## src/rtl/cache_level_responder_pkg.sv

```systemverilog
// Shared types and address-field helpers for the direct-mapped cache level.
// Field helpers work on a 32-bit widened address; callers size-cast the result.
package cache_pkg;

    localparam int DEF_ADDR_W     = 15;
    localparam int DEF_INDEX_BITS = 4;
    localparam int DEF_OFF_BITS   = 2;
    localparam int DEF_DATA_W     = 32;
    localparam int DEF_TAG_W      = DEF_ADDR_W - DEF_INDEX_BITS - DEF_OFF_BITS;

    typedef enum logic [2:0] {
        IDLE,
        LOOKUP,
        FILL_REQ,
        FILL_GAP,
        RESPOND,
        WAIT_LOW
    } state_t;

    function automatic logic [31:0] get_tag(input logic [31:0] a,
                                            input int index_bits,
                                            input int off_bits);
        return a >> (index_bits + off_bits);
    endfunction

    function automatic logic [31:0] get_index(input logic [31:0] a,
                                              input int index_bits,
                                              input int off_bits);
        return (a >> off_bits) & ((32'd1 << index_bits) - 32'd1);
    endfunction

    function automatic logic [31:0] get_offset(input logic [31:0] a,
                                               input int off_bits);
        return a & ((32'd1 << off_bits) - 32'd1);
    endfunction

endpackage

```

## src/rtl/cache_level_responder_if.sv

```systemverilog
// Request protocol bundle: upstream addr/enable/requestComplete/dataOut plus
// the identical downstream protocol toward the next level or main memory.
interface cache_level_responder_if #(
    parameter int ADDR_W = 15,
    parameter int DATA_W = 32
);
    logic [ADDR_W-1:0] addr;
    logic              enable;
    logic              requestComplete;
    logic [DATA_W-1:0] dataOut;
    logic [ADDR_W-1:0] memAddr;
    logic              memEnable;
    logic              memComplete;
    logic [DATA_W-1:0] memData;

    modport slave (
        input  addr, enable, memComplete, memData,
        output requestComplete, dataOut, memAddr, memEnable
    );

    modport master (
        output addr, enable, memComplete, memData,
        input  requestComplete, dataOut, memAddr, memEnable
    );
endinterface

```

## src/rtl/cache_level_responder_line_array.sv

```systemverilog
// Valid/tag/data storage for the cache: one synchronous write port, a
// combinational read of the indexed line, and valid bits cleared on reset.
module cache_line_array
    import cache_pkg::*;
#(
    parameter int INDEX_BITS = 4,
    parameter int OFF_BITS   = 2,
    parameter int TAG_W      = 9,
    parameter int DATA_W     = 32
) (
    input  logic                                    clock,
    input  logic                                    reset,
    input  logic [INDEX_BITS-1:0]                   rd_index,
    output logic                                    rd_valid,
    output logic [TAG_W-1:0]                        rd_tag,
    output logic [(1<<OFF_BITS)-1:0][DATA_W-1:0]    rd_words,
    input  logic [INDEX_BITS-1:0]                   wr_index,
    input  logic                                    wr_en,
    input  logic [OFF_BITS-1:0]                     wr_word,
    input  logic [DATA_W-1:0]                       wr_data,
    input  logic                                    set_valid,
    input  logic [TAG_W-1:0]                        set_tag
);
    localparam int LINES = 1 << INDEX_BITS;
    localparam int WORDS = 1 << OFF_BITS;

    logic [LINES-1:0]                 valid;
    logic [TAG_W-1:0]                 tags  [LINES];
    logic [WORDS-1:0][DATA_W-1:0]     lines [LINES];

    always_ff @(posedge clock) begin
        if (reset) begin
            valid <= '0;
        end else if (set_valid) begin
            valid[wr_index] <= 1'b1;
        end
    end

    // Tag and data need no reset: a line is only trusted once its valid bit is set.
    always_ff @(posedge clock) begin
        if (wr_en) begin
            lines[wr_index][wr_word] <= wr_data;
        end
        if (set_valid) begin
            tags[wr_index] <= set_tag;
        end
    end

    assign rd_valid = valid[rd_index];
    assign rd_tag   = tags[rd_index];
    assign rd_words = lines[rd_index];

endmodule

```

## src/rtl/cache_level_responder.sv

```systemverilog
// One direct-mapped, read-only cache level: responder upstream, initiator
// downstream, filling a whole block one word access at a time on a miss.
module cache_level_responder
    import cache_pkg::*;
#(
    parameter int ADDR_W     = 15,
    parameter int INDEX_BITS = 4,
    parameter int OFF_BITS   = 2,
    parameter int HIT_DELAY  = 1,
    parameter int DATA_W     = 32
) (
    input  logic                     clock,
    input  logic                     reset,
    cache_level_responder_if.slave   bus
);
    localparam int TAG_W = ADDR_W - INDEX_BITS - OFF_BITS;
    localparam int WORDS = 1 << OFF_BITS;
    localparam int CNT_W = $clog2(HIT_DELAY + 1);

    state_t                           state, state_next;
    logic [ADDR_W-1:0]                req_addr, req_addr_next;
    logic [OFF_BITS-1:0]              word, word_next;
    logic [CNT_W-1:0]                 cnt, cnt_next;
    logic [DATA_W-1:0]                data_q, data_next;

    logic [TAG_W-1:0]                 req_tag;
    logic [INDEX_BITS-1:0]            req_index;
    logic [OFF_BITS-1:0]              req_off;
    logic                             rd_valid;
    logic [TAG_W-1:0]                 rd_tag;
    logic [WORDS-1:0][DATA_W-1:0]     rd_words;
    logic                             hit;
    logic                             wr_en;
    logic                             set_valid;

    assign req_tag   = TAG_W'(get_tag(32'(req_addr), INDEX_BITS, OFF_BITS));
    assign req_index = INDEX_BITS'(get_index(32'(req_addr), INDEX_BITS, OFF_BITS));
    assign req_off   = OFF_BITS'(get_offset(32'(req_addr), OFF_BITS));
    assign hit       = rd_valid && (rd_tag == req_tag);

    cache_line_array #(
        .INDEX_BITS (INDEX_BITS),
        .OFF_BITS   (OFF_BITS),
        .TAG_W      (TAG_W),
        .DATA_W     (DATA_W)
    ) u_lines (
        .clock     (clock),
        .reset     (reset),
        .rd_index  (req_index),
        .rd_valid  (rd_valid),
        .rd_tag    (rd_tag),
        .rd_words  (rd_words),
        .wr_index  (req_index),
        .wr_en     (wr_en),
        .wr_word   (word),
        .wr_data   (bus.memData),
        .set_valid (set_valid),
        .set_tag   (req_tag)
    );

    always_ff @(posedge clock) begin
        if (reset) begin
            state    <= IDLE;
            req_addr <= '0;
            word     <= '0;
            cnt      <= '0;
            data_q   <= '0;
        end else begin
            state    <= state_next;
            req_addr <= req_addr_next;
            word     <= word_next;
            cnt      <= cnt_next;
            data_q   <= data_next;
        end
    end

    // The final fill word lands in the array one edge before FILL_GAP reads the line back.
    always_comb begin
        state_next    = state;
        req_addr_next = req_addr;
        word_next     = word;
        cnt_next      = cnt;
        data_next     = data_q;
        wr_en         = 1'b0;
        set_valid     = 1'b0;
        case (state)
            IDLE: begin
                if (bus.enable) begin
                    req_addr_next = bus.addr;
                    cnt_next      = CNT_W'(HIT_DELAY - 1);
                    state_next    = LOOKUP;
                end
            end
            LOOKUP: begin
                if (cnt != '0) begin
                    cnt_next = cnt - 1'b1;
                end else if (hit) begin
                    data_next  = rd_words[req_off];
                    state_next = RESPOND;
                end else begin
                    word_next  = '0;
                    state_next = FILL_REQ;
                end
            end
            FILL_REQ: begin
                if (bus.memComplete) begin
                    wr_en      = 1'b1;
                    state_next = FILL_GAP;
                end
            end
            FILL_GAP: begin
                if (word == OFF_BITS'(WORDS - 1)) begin
                    set_valid  = 1'b1;
                    data_next  = rd_words[req_off];
                    state_next = RESPOND;
                end else begin
                    word_next  = word + 1'b1;
                    state_next = FILL_REQ;
                end
            end
            RESPOND: begin
                state_next = WAIT_LOW;
            end
            WAIT_LOW: begin
                if (!bus.enable) begin
                    state_next = IDLE;
                end
            end
            default: begin
                state_next = IDLE;
            end
        endcase
    end

    assign bus.requestComplete = (state == RESPOND);
    assign bus.memEnable       = (state == FILL_REQ);
    assign bus.memAddr         = {req_addr[ADDR_W-1:OFF_BITS], word};
    assign bus.dataOut         = data_q;

endmodule
```

## src/flat_wrapper.sv

```systemverilog
// flat-port wrapper written by rule: the top's interface ports become plain ports
module cache_level_responder_flat import cache_pkg::*;
#(
    parameter int ADDR_W     = 15,
    parameter int INDEX_BITS = 4,
    parameter int OFF_BITS   = 2,
    parameter int HIT_DELAY  = 1,
    parameter int DATA_W     = 32
)
  (clock, reset, bus_addr, bus_enable, bus_memComplete, bus_memData, bus_requestComplete, bus_dataOut, bus_memAddr, bus_memEnable);
  cache_level_responder_if #(.ADDR_W(ADDR_W), .DATA_W(DATA_W)) bus_i ();
  input  logic clock;
  input  logic reset;
  input wire logic [$bits(bus_i.addr)-1:0] bus_addr;
  input wire logic [$bits(bus_i.enable)-1:0] bus_enable;
  input wire logic [$bits(bus_i.memComplete)-1:0] bus_memComplete;
  input wire logic [$bits(bus_i.memData)-1:0] bus_memData;
  output wire logic [$bits(bus_i.requestComplete)-1:0] bus_requestComplete;
  output wire logic [$bits(bus_i.dataOut)-1:0] bus_dataOut;
  output wire logic [$bits(bus_i.memAddr)-1:0] bus_memAddr;
  output wire logic [$bits(bus_i.memEnable)-1:0] bus_memEnable;
  assign bus_i.addr = bus_addr;
  assign bus_i.enable = bus_enable;
  assign bus_i.memComplete = bus_memComplete;
  assign bus_i.memData = bus_memData;
  assign bus_requestComplete = bus_i.requestComplete;
  assign bus_dataOut = bus_i.dataOut;
  assign bus_memAddr = bus_i.memAddr;
  assign bus_memEnable = bus_i.memEnable;
  cache_level_responder #(.ADDR_W(ADDR_W), .INDEX_BITS(INDEX_BITS), .OFF_BITS(OFF_BITS), .HIT_DELAY(HIT_DELAY), .DATA_W(DATA_W)) u_core (.clock(clock), .reset(reset), .bus(bus_i));
endmodule
```

## config.mk

```make
export PLATFORM = sky130hd
export DESIGN_NAME = cache_level_responder_flat
export DESIGN_NICKNAME = d
export VERILOG_FILES = /design/src/rtl/cache_level_responder_pkg.sv /design/src/rtl/cache_level_responder_if.sv /design/src/rtl/cache_level_responder_line_array.sv /design/src/rtl/cache_level_responder.sv /design/src/flat_wrapper.sv
export SDC_FILE = /design/constraint.sdc
export NUM_CORES = 2
export LEC_CHECK = 0
export CAP_MARGIN = 20
export CELL_PAD_IN_SITES_DETAIL_PLACEMENT = 0
export CELL_PAD_IN_SITES_GLOBAL_PLACEMENT = 1
export CORE_UTILIZATION = 51
export DETAILED_ROUTE_END_ITERATION = 16
export HOLD_SLACK_MARGIN = 0.15
export PLACE_DENSITY_LB_ADDON = 0.12
export SLEW_MARGIN = 20
export SYNTH_ARGS = -nofsm -noshare
export SYNTH_HDL_FRONTEND = slang
export SYNTH_SLANG_ARGS = --single-unit
```

## constraint.sdc

```tcl
create_clock -name clock -period 3 [get_ports clock]
set_input_delay 0.45 -clock clock [delete_from_list [all_inputs] [get_ports clock]]
set_output_delay 0.45 -clock clock [all_outputs]
set_load 0.02 [all_outputs]
```

After elaboration in Yosys (flattened, before gate mapping)
Memories as Yosys holds them, arrays and structs flattened. A register that Yosys moved wholly into a read port is not among the register bits.
Index checks and enable logic that the tools add are counted.
{"block": "totals", "register_bits": 69, "ram_bits": 2192, "in_bits": 51, "out_inout_bits": 49, "wordCells": 80, "memories": 2}
{"memory": "u_core.u_lines.lines", "words": 16, "word_bits": 128, "read_ports": 1, "rd_clocked_by_memory_dff": 1, "write_ports": 1, "line": "cache_level_responder_line_array.sv:29", "rtl": "logic [WORDS-1:0][DATA_W-1:0] lines [LINES];"}
{"memory": "u_core.u_lines.tags", "words": 16, "word_bits": 9, "read_ports": 1, "rd_clocked_by_memory_dff": 1, "write_ports": 1, "line": "cache_level_responder_line_array.sv:28", "rtl": "logic [TAG_W-1:0] tags [LINES];"}
{"block": "classes", "add_sub_neg": 2, "n_lt_le_gt_ge": 5, "n_eq_ne": 15, "muxes": 38, "bitwise_logic": 1, "n_reduce_logical": 11}
{"cell": "$mux 32", "count": 5}
{"cell": "$mux 128", "count": 1}
{"cell": "$bmux 32 s2", "count": 1}
{"cell": "$demux 32 s2", "count": 1}
{"cell": "$pmux 32 s2", "count": 1}
{"cell": "$mux 3", "count": 6}
{"cell": "$pmux 3 s6", "count": 1}
{"cell": "$mux 4", "count": 4}
{"cell": "$or 16x16->16", "count": 1}
{"cell": "$ne 2x2->1 const B", "count": 6}
{"cell": "$reduce_and 4->1", "count": 3}
{"cell": "$mux 1", "count": 11}
{"cell": "$eq 9x9->1", "count": 1}
{"cell": "$eq 3x2->1 const B", "count": 2}
{"cell": "$eq 3x3->1 const B", "count": 2}
{"cell": "$lt 2x3->1 const B", "count": 2}
{"cell": "$mux 2", "count": 3}
{"cell": "$lt 4x5->1 const B", "count": 1}
{"cell": "$bmux 1 s4", "count": 1}
{"cell": "$demux 1 s4", "count": 1}
{"cell": "$ge 4x1->1 const B", "count": 1}
{"cell": "$ne 2x1->1 const B", "count": 2}
{"cell": "$pmux 2 s2", "count": 1}
{"cell": "$reduce_and 2->1", "count": 2}
{"cell": "other kinds (9)", "count": 12}

Logic depth before layout (Yosys ltp)
{"block": "depth", "depth_word": 6, "depth_mapped": 14, "ltp_nobuf": 8}

Hierarchy
A second synthesis with hierarchy kept.
{"block": "unflattened", "cells_unflattened": 3967, "area_unflattened_um2": 86146.4}
{"module": "cache_line_array", "instances": 1, "cells_each": 3696, "area_per_inst_um2": 83192.3, "seq_area_each_um2": 66143.4}
{"module": "cache_level_responder", "instances": 1, "cells_each": 271, "area_per_inst_um2": 2954.1, "seq_area_each_um2": 1041.0}

Worst setup path after synthesis
Ideal clock, no wire load.
{"block": "synth_path", "path_kind": "register to register", "from": "register u_core.state[2]", "to": "memory u_core.u_lines.lines[3][32] in the netlist's numbering (enable)", "setup_ns": 0.421, "t_arrival_ns": 2.596, "t_required_ns": 2.579, "slack_ns": -0.017, "stages_incl_launch_ff": 7, "n_path_buf": 2, "synth_period_minus_slack_ns": 3.017, "path_cell_list": "dfxtp_1 > clkbuf_1 > nor2_1 > and3_1 > nand2_1 > clkbuf_1 > nor2_1"}
{"block": "synth_via", "elab_chain_len": 4}
{"item": "start: declaration", "line": "cache_level_responder.sv:20", "rtl": "state_t state, state_next;"}
{"item": "start signal: assignment", "line": "cache_level_responder.sv:69", "rtl": "state <= state_next;"}
{"item": "$eq 3x2->1", "line": "cache_level_responder.sv:86", "rtl": "case (state)"}
{"item": "$mux 1", "line": "cache_level_responder.sv:86"}
{"item": "$mux 1", "line": "cache_level_responder_line_array.sv:41", "rtl": "if (wr_en) begin"}
{"item": "$mux 128 (implied by the code)", "line": "cache_level_responder_line_array.sv:42", "rtl": "lines[wr_index][wr_word] <= wr_data;"}
{"item": "end: declaration", "line": "cache_level_responder_line_array.sv:29"}
No other way between the ends.

==> run_results.csv <==
group,metric,value,unit
run_status,status,"finished, violations left",
run_status,violations,"setup timing",
route,dr_wl_met2,110900,um
logic_synthesis,ys.flop_type,"edfxtp_1",
cts,clock_path_buffers,3,
floorplan,die_w,413.6,um
route,drt-total-wl,228000,um
pwr,power.total,65.86,mW
global_route,grt_max_degree,65,
cts,cts_tree,"done",
run,drv_cap,0,
setup_path,cp.depth,10,
logic_synthesis,synth_edf_count,2192,
timing,fin_ws,-112.4,ps
floorplan,std_cell_rows,150,
timing,worst_pin_slew,1076,ps
logic_synthesis,synth_compound_area_share,0.3171,%
route,route.met3.wl,18960,um
setup_path,critPathBufInv,5,
placed_design,dp_hpwl,133600,um
hold_path,hold_class,"primary input to register",
cts,h-tree-depth,4,
timing,min_period,3112,ps
layout,utilization,60.59,%
setup_path,crit_end,"u_core.bus.dataOut[6]",
placed_design,finalWeightedCongestion,0.8140,
logic_synthesis,yosysMostFrequentCell,"edfxtp_1",
timing,rsz0062_at_grt,"true",
cts,path_clk_slew,60,ps
pwr,leakagePower,31.02,nW
placed_design,post_dp_cell_area,93460,sq um
layout,drive_gt1_share,34.93,%
setup_path,cp_data_arrival_time,3850,ps
route,firstDrtPassIters,6,
logic_synthesis,synthTopCellsByArea,"edfxtp_1 (76%), mux4_2 (18%), dfxtp_1 (1.7%)",
route,viasPerCell,6.392,
logic_synthesis,async_reset_ff_share,0,%
timing,finalClockSkew,40.39,ps
setup_path,critPathRequiredTime,3730,ps
logic_synthesis,yosysSeqAreaShare,77.85,%
setup_path,crit_chain,"buf_12 -> buf_16 -> buf_12 -> buf_16 -> buf_16 -> mux4_2 -> mux4_2 -> mux4_2 -> nand2_1 -> mux2i_1",
setup_path,r2r_cells,10,
logic_synthesis,netlist.area_leader.share,76.18,%
logic_synthesis,ys_warn_count,0,
layout,nets,4107,
route,routed.top_layer,"met5",
global_route,antenna_found_initial,27,
setup_path,crit_family,"multiplexers",
timing,hold_viol,0,
pwr,vdd.ir_drop.worst,0.6245,mV
timing,min_period_over_period,103.7,%
setup_path,max_stage_delay,590,ps
logic_synthesis,synth_seq_cells,2264,
route,drt-initial-drc-count,4956,
logic_synthesis,syn_avg_cell_area,24.18,sq um
floorplan,die_height,413.6,um
setup_path,crit_type,"register to register",
route,vias,41220,
logic_synthesis,synth-simple-area-share,1.297,%
logic_synthesis,synth_top_family_by_area,"multiplexers",
floorplan,placeableCoreArea,167600,sq um
route,wire_per_inst,35.35,um
logic_synthesis,syn_area,86400,sq um
placed_design,dp_slack,-339.6,ps
floorplan,die_area,171100,sq um
global_route,grt_util_all_layers,26.96,%
route,ant_nets,0,
global_route,grt.overflow.total,0,
floorplan,pin_count,100,
layout,final_area,101500,sq um
logic_synthesis,synth-xor-area-share,0.1115,%
route,drc,0,
layout,areaGrowthSynthToFinish,17.52,%
cts,clock_sinks,2264,
setup_path,r2r_slack,-110,ps
placed_design,numPortBuffers,99,
floorplan,start_util,51.55,%
global_route,grt_pass1_vias,41960,
logic_synthesis,synthAdderAreaFrac,0.06951,%
cts,insertion_delay,850,ps
timing,holdWs,144.2,ps
setup_path,worst_setup_path_start_kind,"register",
hold_path,whs_path_depth,1,
logic_synthesis,syn_nets,3629,
cts,root_buffer,"clkbuf_16",
logic_synthesis,synth_largest_area_cell,"edfxtp_1",
setup_path,cp_slowest_cell,"mux4_2",
timing,max_freq,321.3,MHz
setup_path,path_max_fanout,14,
logic_synthesis,syn_inst,3574,
pwr,power.density,648.6,nW/um^2
timing,max-slew-margin-rel,28.28,%
logic_synthesis,yosysUniqueCellTypes,46,
setup_path,worstReg2RegEnd,"u_core.bus.dataOut[6]",
logic_synthesis,synthMuxAreaShare,19.10,%
setup_path,end_kind,"register",
timing,final-max-slew-violation-count,0,
cts,cts_buffers,221,
route,wl_met1,92090,um
timing,setup_viol,33,
global_route,grt_pass1_wl,316900,um
logic_synthesis,synth_commonest_cells,"edfxtp_1 (2192), mux4_2 (704), nand2_1 (119), nor2_1 (119)",
-- timing repair --
action,4_1_cts,5_1_grt
resized for setup,24,21
buffers inserted,15,9
pin swaps,3,4
hold buffers,13,2
endpoints found under the hold margin,40,32
setup endpoints to repair,33,33
gates cloned,5,9
-- worst min path at each step --
stage                                       to  slack (ps)                     start
finish              u_core.u_lines.lines[0][6]         140            bus_memData[6]
floorplan             u_core.u_lines.valid[10]         430  u_core.u_lines.valid[10]
global route        u_core.u_lines.lines[0][6]         150            bus_memData[6]
detailed placement    u_core.u_lines.valid[15]         470  u_core.u_lines.valid[15]
global placement       u_core.u_lines.valid[6]         450   u_core.u_lines.valid[6]
CTS                        u_core.req_addr[14]         160              bus_addr[14]
-- kinds of logic after synthesis --
group                    Yosys count
multiplexers                     768
AO/OA/AOI/OAI                     45
buffers and inverters            207
XOR/XNOR                          11
flip-flops                      2264
adder cells (fa/ha/maj)            5
AND/OR/NAND/NOR                  274
-- final cells by class --
cell class,count,area (sq um)
Antenna cell,5,12.51
Clock buffer,273,5809
Clock inverter,138,1241
Fill cell,11430,66060
Inverter,5,18.77
Multi-Input combinational cell,1103,18570
Sequential cell,2264,67280
Tap cell,2204,2758
Timing Repair Buffer,457,5851
-- sequential cells by signal, indices dropped and copies added, names as in the netlist, named ones only --
signal	cells
u_core.word	2
u_core.state	3
u_core.u_lines.valid	16
u_core.u_lines.tags	144
u_core.u_lines.lines	2048
u_core.req_addr	15
u_core.bus.dataOut	32
-- cells in the final DEF (no fill, tap or decap), types with 6 or more instances in the layout --
| cell type | n |
|---|---|
| nor2_4 | 64 |
| clkinv_1 | 46 |
| clkbuf_1 | 47 |
| nand2_1 | 119 |
| inv_6 | 10 |
| a21oi_1 | 21 |
| nand3_1 | 7 |
| mux2_2 | 8 |
| clkbuf_16 | 233 |
| buf_12 | 130 |
| nor2b_1 | 6 |
| mux4_2 | 704 |
| bufinv_16 | 19 |
| xor2_1 | 7 |
| buf_2 | 11 |
| buf_16 | 15 |
| clkinv_2 | 51 |
| buf_4 | 190 |
| dfxtp_1 | 66 |
| clkinvlp_4 | 6 |
| dlygate4sd3_1 | 15 |
| clkdlybuf4s50_1 | 67 |
| mux2i_1 | 56 |
| nor2_1 | 55 |
| buf_6 | 12 |
| edfxtp_1 | 2192 |
-- layer usage --
| metal | vias up | GRT usage, % |
|---|---|---|
| li1 | 16320 | - |
| met1 | 22630 | 38.70 |
| met2 | 1933 | 42.71 |
| met3 | 334 | 5.275 |
| met4 | 8 | 7.374 |
| met5 | - | 0 |
-- stage by stage --
| step | instances | TNS, ps |
|---|---|---|
| 2_1_floorplan | 3574 | -16400 |
| 3_3_place_gp | 5983 | -10920 |
| 3_5_place_dp | 5983 | -9616 |
| 4_1_cts | 6426 | -2328 |
| 5_1_grt | 6445 | -3759 |
| 6_report | 6449 | -2030 |
-- power by group --
| group | total (mW) | switching, mW | internal [mW] |
|---|---|---|---|
| Clock | 27.1 | 11.7 | 15.3 |
| Sequential | 34.8 | 0.0923 | 34.7 |
| Combinational | 4.02 | 2.12 | 1.90 |
| Total | 65.9 | 13.9 | 51.9 |
(Power assumes the default switching activity.)
